===== src/rtl/collision_scheduler.sv =====
`default_nettype none
// ============================================================================
// Module      : collision_scheduler
// Description : Per-frame scan of the object table; circle-vs-box test of the
//               ball against every slot, producing flip flags and a corrected
//               ball position. Optional hit statistics via COLLIDE_STATS_EN.
// Revision    : 1.0 - initial release
// ============================================================================
module collision_scheduler #(
    parameter int MAX_OBJS = 64,
    parameter int IDX_W    = 6,
    parameter int BALL_IDX = 1
) (
    input  logic             clk,
    input  logic             rst,
    input  logic             start,
    input  logic [15:0]      ball_x,
    input  logic [15:0]      ball_y,
    input  logic [15:0]      ball_w,
    input  logic [15:0]      ball_h,
    input  logic             vel_x_neg,
    input  logic             vel_y_neg,
    output logic             obj_rd_req,
    output logic [IDX_W-1:0] obj_rd_idx,
    input  logic             obj_rd_ack,
    input  logic [15:0]      obj_x,
    input  logic [15:0]      obj_y,
    input  logic [15:0]      obj_w,
    input  logic [15:0]      obj_h,
    output logic             busy,
    output logic             done,
    output logic             flip_x,
    output logic             flip_y,
    output logic [15:0]      new_ball_x,
    output logic [15:0]      new_ball_y,
    output logic [IDX_W:0]   hit_count
);

    typedef enum logic [1:0] {
        IDLE   = 2'd0,
        FETCH  = 2'd1,
        EVAL   = 2'd2,
        FINISH = 2'd3
    } state_t;

    localparam logic [IDX_W-1:0] c_lastSlot = IDX_W'(MAX_OBJS - 1);
    localparam logic [IDX_W-1:0] c_ballSlot = IDX_W'(BALL_IDX);

    state_t           r_state;
    logic [15:0]      r_ballX, r_ballY, r_ballW, r_ballH;
    logic             r_velXNeg, r_velYNeg;
    logic [15:0]      r_objX, r_objY, r_objW, r_objH;
    logic [IDX_W-1:0] r_slot;

    logic signed [16:0] w_r, w_cx, w_cy, w_xLo, w_xHi, w_yLo, w_yHi;
    logic signed [16:0] w_nearX, w_nearY, w_dx, w_dy;
    logic [16:0]        w_adx, w_ady;
    logic [34:0]        w_distSq, w_rSq;
    logic               w_hit, w_xHit, w_yHit, w_advance;
    logic [15:0]        w_hitX, w_hitY;
    logic [IDX_W-1:0]   w_nextSlot;

    // Nearest point of the box to the ball centre; hit when strictly inside radius.
    always_comb begin
        w_r      = $signed({2'b00, r_ballW[15:1]});
        w_cx     = $signed({r_ballX[15], r_ballX}) + w_r;
        w_cy     = $signed({r_ballY[15], r_ballY}) + w_r;
        w_xLo    = $signed({r_objX[15], r_objX});
        w_xHi    = w_xLo + $signed({1'b0, r_objW});
        w_yLo    = $signed({r_objY[15], r_objY});
        w_yHi    = w_yLo + $signed({1'b0, r_objH});
        w_nearX  = (w_cx < w_xLo) ? w_xLo : ((w_cx > w_xHi) ? w_xHi : w_cx);
        w_nearY  = (w_cy < w_yLo) ? w_yLo : ((w_cy > w_yHi) ? w_yHi : w_cy);
        w_dx     = w_nearX - w_cx;
        w_dy     = w_nearY - w_cy;
        w_adx    = w_dx[16] ? $unsigned(-w_dx) : $unsigned(w_dx);
        w_ady    = w_dy[16] ? $unsigned(-w_dy) : $unsigned(w_dy);
        w_distSq = 35'(w_adx) * 35'(w_adx) + 35'(w_ady) * 35'(w_ady);
        w_rSq    = 35'($unsigned(w_r)) * 35'($unsigned(w_r));
        w_hit    = (r_objW != 16'd0) && (w_distSq < w_rSq);
        w_xHit   = w_hit && (w_adx >= w_ady);
        w_yHit   = w_hit && (w_adx <= w_ady);
        w_hitX   = r_velXNeg ? (r_objX + r_objW) : (r_objX - r_ballW);
        w_hitY   = r_velYNeg ? (r_objY + r_objH) : (r_objY - r_ballH);
        w_nextSlot = r_slot + IDX_W'(1);
        w_advance  = (r_state == EVAL) || ((r_state == FETCH) && (r_slot == c_ballSlot));
    end

`ifdef COLLIDE_STATS_EN
    localparam logic [IDX_W:0] c_hitMax = {(IDX_W+1){1'b1}};
`else
    assign hit_count = '0;
`endif

    always_ff @(posedge clk or negedge rst) begin
        if (!rst) begin
            r_state    <= IDLE;
            obj_rd_req <= 1'b0;
            obj_rd_idx <= '0;
            busy       <= 1'b0;
            done       <= 1'b0;
            flip_x     <= 1'b0;
            flip_y     <= 1'b0;
            new_ball_x <= '0;
            new_ball_y <= '0;
            r_ballX    <= '0;
            r_ballY    <= '0;
            r_ballW    <= '0;
            r_ballH    <= '0;
            r_velXNeg  <= 1'b0;
            r_velYNeg  <= 1'b0;
            r_objX     <= '0;
            r_objY     <= '0;
            r_objW     <= '0;
            r_objH     <= '0;
            r_slot     <= '0;
`ifdef COLLIDE_STATS_EN
            hit_count  <= '0;
`endif
        end else begin
            case (r_state)
                IDLE: begin
                    done <= 1'b0;
                    if (start) begin
                        r_ballX    <= ball_x;
                        r_ballY    <= ball_y;
                        r_ballW    <= ball_w;
                        r_ballH    <= ball_h;
                        r_velXNeg  <= vel_x_neg;
                        r_velYNeg  <= vel_y_neg;
                        flip_x     <= 1'b0;
                        flip_y     <= 1'b0;
                        new_ball_x <= ball_x;
                        new_ball_y <= ball_y;
                        r_slot     <= '0;
                        obj_rd_idx <= '0;
                        obj_rd_req <= (c_ballSlot != '0);
                        busy       <= 1'b1;
                        r_state    <= FETCH;
`ifdef COLLIDE_STATS_EN
                        hit_count  <= '0;
`endif
                    end
                end
                FETCH: begin
                    if ((r_slot != c_ballSlot) && obj_rd_ack) begin
                        r_objX     <= obj_x;
                        r_objY     <= obj_y;
                        r_objW     <= obj_w;
                        r_objH     <= obj_h;
                        obj_rd_req <= 1'b0;
                        r_state    <= EVAL;
                    end
                end
                EVAL: begin
                    if (w_xHit) begin
                        flip_x     <= 1'b1;
                        new_ball_x <= w_hitX;
                    end
                    if (w_yHit) begin
                        flip_y     <= 1'b1;
                        new_ball_y <= w_hitY;
                    end
`ifdef COLLIDE_STATS_EN
                    if (w_hit && (hit_count != c_hitMax))
                        hit_count <= hit_count + 1'b1;
`endif
                end
                FINISH: begin
                    done    <= 1'b0;
                    busy    <= 1'b0;
                    r_state <= IDLE;
                end
                default: r_state <= IDLE;
            endcase

            // Shared slot step for both the evaluated and the skipped (ball) slot.
            if (w_advance) begin
                if (r_slot == c_lastSlot) begin
                    obj_rd_req <= 1'b0;
                    done       <= 1'b1;
                    r_state    <= FINISH;
                end else begin
                    r_slot     <= w_nextSlot;
                    obj_rd_idx <= w_nextSlot;
                    obj_rd_req <= (w_nextSlot != c_ballSlot);
                    r_state    <= FETCH;
                end
            end
        end
    end

endmodule
`default_nettype wire


===== config.mk =====
export PLATFORM = sky130hd
export DESIGN_NAME = collision_scheduler
export DESIGN_NICKNAME = d
export VERILOG_FILES = /design/src/rtl/collision_scheduler.sv
export SDC_FILE = /design/constraint.sdc
export NUM_CORES = 2
export LEC_CHECK = 0
export ABC_CLOCK_PERIOD_IN_PS = 32299
export BUFFER_PORTS_ARGS = -buffer_cell sky130_fd_sc_hd__buf_2
export CORE_ASPECT_RATIO = 1.1
export CORE_MARGIN = 8
export CORE_UTILIZATION = 35
export DETAILED_ROUTE_END_ITERATION = 16
export PLACE_DENSITY = 0.55
export SETUP_SLACK_MARGIN = 0.2
export SYNTH_ARGS = -nofsm -noshare
export SYNTH_HDL_FRONTEND = slang
export SYNTH_SLANG_ARGS = --single-unit

===== constraint.sdc =====
create_clock -name clk -period 32.3 [get_ports clk]
set_input_delay 1.615 -clock clk [delete_from_list [all_inputs] [get_ports clk]]
set_output_delay 1.615 -clock clk [all_outputs]
set_load 0.01 [all_outputs]

### After elaboration in Yosys (flattened, before gate mapping)

Cells that the tools add are included.

| operators by class | value |
|---|---|
| reductions and logical operators | 20 |
| equality and inequality tests | 12 |
| $mul | 3 |
| $lt $le $gt $ge | 7 |
| add/sub/neg operators | 14 |
| muxes and demuxes | 41 |

Operators by type and width:

| cell | number |
|---|---|
| 2-to-1 mux 17 bit | 6 |
| 2-to-1 mux 16 bit | 6 |
| multiplier 17 x 17 -> 34 bit | 2 |
| case mux 16 bit (2 select lines) | 2 |
| 2-to-1 mux 6 bit | 8 |
| adder 34 x 34 -> 35 bit | 1 |
| less-than comparator 35 x 30 -> 1 bit | 1 |
| adder 16 x 16 -> 17 bit | 2 |
| adder 16 x 17 -> 17 bit | 2 |
| > comparator 17 bit | 2 |
| less-than comparator 17 x 16 -> 1 bit | 2 |
| negation 17 bit | 2 |
| subtractor 17 bit | 2 |
| adder 16 bit | 2 |
| subtractor 16 bit | 2 |
| multiplier 15 x 15 -> 30 bit | 1 |
| greater-or-equal comparator 17 bit | 1 |
| less-or-equal comparator 17 bit | 1 |
| nonzero test 16 bit | 1 |
| inequality test 6 x 1 -> 1 bit (second input constant) | 2 |
| AND reduction 3 bit | 4 |
| 2-to-1 mux 1 bit | 10 |
| 2-to-1 mux 2 bit | 4 |
| case mux 1 bit (2 select lines) | 4 |
| other kinds (17) | 27 |

| storage, ports and cells | value |
|---|---|
| word-level logic and storage cells | 117 |
| flip-flop bits (word level) | 181 |
| output and inout bits | 50 |

### Logic depth before layout (Yosys ltp)

| depth | value |
|---|---|
| depth after elaboration | 14 |
| mapped depth | 95 |

### Worst setup path before layout

OpenSTA, ideal clock, no wires.

| timing | value |
|---|---|
| path type | register -> register |
| from | reg r_ballW[1] |
| to | reg new_ball_y[10] |
| slack | 13.871 ns |
| stages on the path, launching flop included | 91 |
| data required time | 32.175 ns |
| setup time | 0.125 ns |
| arrival | 18.304 ns |
| period minus slack after synthesis | 18.429 ns |
| cells stage by stage | dfrtp_1 ha_1 fa_1 a21o_1 a21oi_1 o21bai_1 a21oi_1 o21bai_1 a21oi_1 o21ai_1 or4_1 and3_1 o21ai_0 nand2b_1 xor2_1 ha_1 nand3_1 or2_2 (+55 left out) ha_1 a21o_1 a21o_1 a21o_1 a21oi_1 nor2b_1 o21ai_0 nand2b_1 a2111oi_0 o31ai_1 o2111ai_1 nand3_1 nor3_1 o311a_1 nor2_4 nand2_2 buf_6 mux2_4 |

| between the ends | value |
|---|---|
| cells in the longest elaborated chain, start to end | 14 |
| elaborated cells on any way between the ends | 26 |
| those cells by class | 7 x add/sub; 3 x mul; 6 x order compare; 1 x eq/ne; 6 x mux; 3 x reduce/logical |

RTL lines:

| item | line | source |
|---|---|---|
| start, declared | 50 | `logic [15:0] r_ballX, r_ballY, r_ballW, r_ballH;` |
| start signal, assigned | 127 | `r_ballW <= ball_w;` |
| adder 16 x 16 -> 17 bit (on tied branches) | 66, 67 |  |
| > comparator 17 bit (on tied branches) | 72, 73 |  |
| 2-to-1 mux 17 bit (on tied branches) (2 in a row) | 72, 73 |  |
| subtractor 17 bit (on tied branches) | 74, 75 |  |
| negation 17 bit (on tied branches) | 76, 77 |  |
| 2-to-1 mux 17 bit (on tied branches) | 76, 77 |  |
| multiplier 17 x 17 -> 34 bit | 78 | `w_distSq = 35'(w_adx) * 35'(w_adx) + 35'(w_ady) * 35'(w_ady);` |
| adder 34 x 34 -> 35 bit | 78 |  |
| less-than comparator 35 x 30 -> 1 bit | 80 | `w_hit = (r_objW != 16'd0) && (w_distSq < w_rSq);` |
| logical AND 1 bit | 80 |  |
| logical AND 1 bit * | 82 | `w_yHit = w_hit && (w_adx <= w_ady);` |
| inequality test 2 bit (no line) * | n/a |  |
| AND reduction 3 bit (no line) * | n/a |  |
| end signal, assigned | 134 | `new_ball_y <= ball_y;` |
| end signal, assigned | 162 | `new_ball_y <= w_hitY;` |
| end, declared | 35 | `output logic [15:0] new_ball_y,` |

Mark *: on every way between the ends. The rest lies on a longest branch, timed or not.
A chain may end at the register's enable or synchronous reset.

### Final worst setup path

| timing | value |
|---|---|
| from | reg r_ballW[2] |
| to | reg new_ball_y[4] |

Same word-level chain as after synthesis.

==> results.md <==
- Result of the run: finished, final reports clean
- CTS root buf: clkbuf_16
- Crit Path Max Fanout: 24
- Final standard cell count with taps included and fillers excluded: 6092
- Resized cells post-CTS: 0
- Die outline area: 123000 um2
- Tightest slew margin relative to the limit: 30.1%
- Crit path capture type: flop
- Antenna violations before repair: 7
- Final Skew: 0.0292 ns
- CTS HTree Levels: 4
- Count of warnings emitted by yosys: 0
- Overall routed net length: 108 mm
- # setup viols final: 0
- Number of global-route vias before repair: 31541
- Syn-to-layout area delta: 8.95%
- Post-detail-place hpwl: 92.5 mm
- Height of the die: 368 um
- DRC errors left: 0
- Final-stage net count: 5835
- Starting density of the core: 35.1%
- Most common cell type on the critical path: a21oi_1
- Post-Route Setup TNS: 0 ns
- Worst Setup Path Type: reg -> reg
- Number of buffers added on ports: 176
- CTS Sinks: 181
- Count of final max-slew check failures: 0
- Top cells by area, synth: fa_1 30%, ha_1 17%, dfrtp_1 12%, inv_1 8.8%, nand2_1 4.4%
- Post-synthesis register bit count: 181
- Startpoint type of the worst setup path: flop
- Highest cell delay on the worst timing path: 0.82 ns
- Number of buffers inserted to repair setup after CTS: 0
- Yosys cell types: 82
- Ys flop type: dfrtp_1
- Instance count of the mapped netlist: 4403
- Cell type contributing the most total cell area after synthesis: fa_1
- Fmax: 47.0 MHz
- Pin count of the biggest net entering global routing: 68
- TritonCTS clock tree: built
- Crit path arrival time: 21.65 ns
- Clock transition at the registers of the reported paths: 0.07 ns
- Maximum count of clock buffers along a single path: 3
- Final Hold Vio Count: 0
- Mapped Area: 39400 um2
- Detailed-routing iteration count for the pre-antenna-repair pass: 5
- Number of enable flip-flop cells after synthesis: 0
- Setup repair after global routing missed its margin: no
- Leftover overflow at the end of global routing: 0
- Async set-or-reset flop fraction in the synthesized netlist: 100%
- Slew of the pin with the lowest slew margin: 1.04 ns
- Final weighted congestion in routability-driven placement: 0.863
- Standard cell core area: 112000 um2
- Count of nets left with antenna violations after detail routing: 0
- Kind of cell with the highest combined delay on the critical path: compound AO/OA/AOI/OAI gates
- Worst min-delay path class: reg -> reg
- Cell count after placement: 6058
- Max Cap Violations: 0
- Worst Path Required: 32.68 ns
- Via density: 4.82
- WHS: 0.486 ns
- Number of hold buffers added after cts: 0
- Number of DRC violations after detailed-routing iteration 0: 1243
- Clk Latency, worst-skew pair: 0.50 ns
- Chip width: 336 um
- Sequential element share of the synthesized area: 11.5%
- Share of post-route cells with drive strength above 1: 9.23%
- Buffers and inverters on the worst path: 9
- Share of the clock period used by the worst path after layout: 65.8%
- GRT Util Overall: 17.6%
- Syn Area/Cell: 8.94 um2
- Average wire per standard cell: 17.7 um
- Overall via count from detail_route: 29376
- Number of placed I/O pins: 184
- Wire length of the first global-routing pass: 174 mm
- Library cell contributing the largest single delay on the critical path: xor2_1
- FP Rows: 129
- Time the final worst path needs with I/O delays and setup: 21.27 ns
- Yosys top cell area share: 30.1%
- Number of buffers created by CTS: 25
==> kinds of logic after synthesis <==
family                     count (synthesis)  synth area share [%]
adders and majority gates               1122                  47.0
buffers and inverters                   1048                  10.1
and+or+nand+nor                         1067                  12.1
muxes                                    146                  4.29
DFF                                      181                  11.5
AOI/OAI and AO/OA                        599                  9.58
xor gates and xnor gates                 238                  5.38
other                                      2                0.0191
==> final timing paths <==
| path | start | end | slack [ns] | cells past startpoint |
|---|---|---|---|---|
| max | r_ballW[2] | new_ball_y[4] | 11.03 | 84 |
| min | obj_rd_idx[2] | obj_rd_idx[2] | 0.49 | 1 |
| max reg2reg | r_ballW[2] | new_ball_y[4] | 11.03 | 84 |
| min reg2reg | obj_rd_idx[2] | obj_rd_idx[2] | 0.49 | 1 |
| max in group asynchronous | rst | r_objH[14] | 29.93 | 2 |
| min in group asynchronous | rst | r_ballW[10] | 1.09 | 1 |
==> cell usage after synthesis, drive strengths merged, types with 7 or more instances <==
cell type / number
o21bai: 52
a21oi: 158
o211ai: 10
mux2i: 22
clkbuf: 87
a21o: 75
nor2: 284
dfrtp: 181
nand2: 468
and3: 17
o21ai: 164
nor3: 52
nor4: 18
or3: 17
a31oi: 13
fa: 592
or4: 7
and2: 62
o31a: 11
o31ai: 10
inv: 924
o21a: 34
a211oi: 21
nand4: 19
nand3b: 10
nand3: 29
nand2b: 33
clkinv: 18
buf: 19
ha: 530
xor2: 88
mux2: 124
xnor2: 150
or2: 11
nor2b: 27
==> through the flow <==
| step | setup slack [ns] | area (um2) | util, % |
|---|---|---|---|
| after CTS | 10.98 | 42900 | 38.3 |
| after global routing | 9.13 | 42900 | 38.3 |
| final | 11.03 | 42900 | 38.3 |
| after floorplan | 13.87 | 39500 | - |
| after detailed placement | 11.10 | 42200 | 37.7 |
| after global placement | 11.62 | 42200 | 37.7 |
==> final cells by class <==
cell class                 count  area (um2)
sequential                   181        4530
timing repair buffer         226        1260
antenna                        3        7.51
inverter                     942        3540
clock buffer                  27         643
multi-input combinational   3203       31000
tap                         1506        1880
fill                       11509       69100
clock inverter                 4        22.5
==> placed cells by master, fill, tap and decap left out, types with 34 or more instances in the layout <==
| cell | n |
|---|---|
| o21ai_0 | 162 |
| ha_1 | 530 |
| a21oi_1 | 156 |
| nand2_1 | 465 |
| nor2_1 | 282 |
| dfrtp_1 | 181 |
| inv_1 | 920 |
| o21a_1 | 34 |
| xor2_1 | 87 |
| nor3_1 | 52 |
| o21bai_1 | 52 |
| a21o_1 | 75 |
| fa_1 | 592 |
| xnor2_1 | 147 |
| mux2_2 | 105 |
| buf_4 | 50 |
| buf_2 | 175 |
| and2_1 | 61 |
==> worst register-to-register path, delay by kind of cell (launching register included) <==
family | cells | cell delay, ns
AOI/OAI and AO/OA | 42 | 8.76
DFF | 1 | 0.76
xor gates and xnor gates | 3 | 1.34
and+or+nand+nor | 15 | 2.64
buffers and inverters | 9 | 1.37
muxes | 1 | 0.39
adders and majority gates | 14 | 5.89
==> per-layer routing <==
layer / share of wire, % / up-vias / global-route usage (%)
met5: 0.043 / - / 0
met3: 3.9 / 132 / 2.23
met1: 44 / 14425 / 22.5
met2: 49 / 557 / 31.2
li1: - / 14254 / -
met4: 2.9 / 8 / 4.95
Power is not shown: default switching activity piles up to over one toggle a cycle in this logic, so the estimate is an artifact.
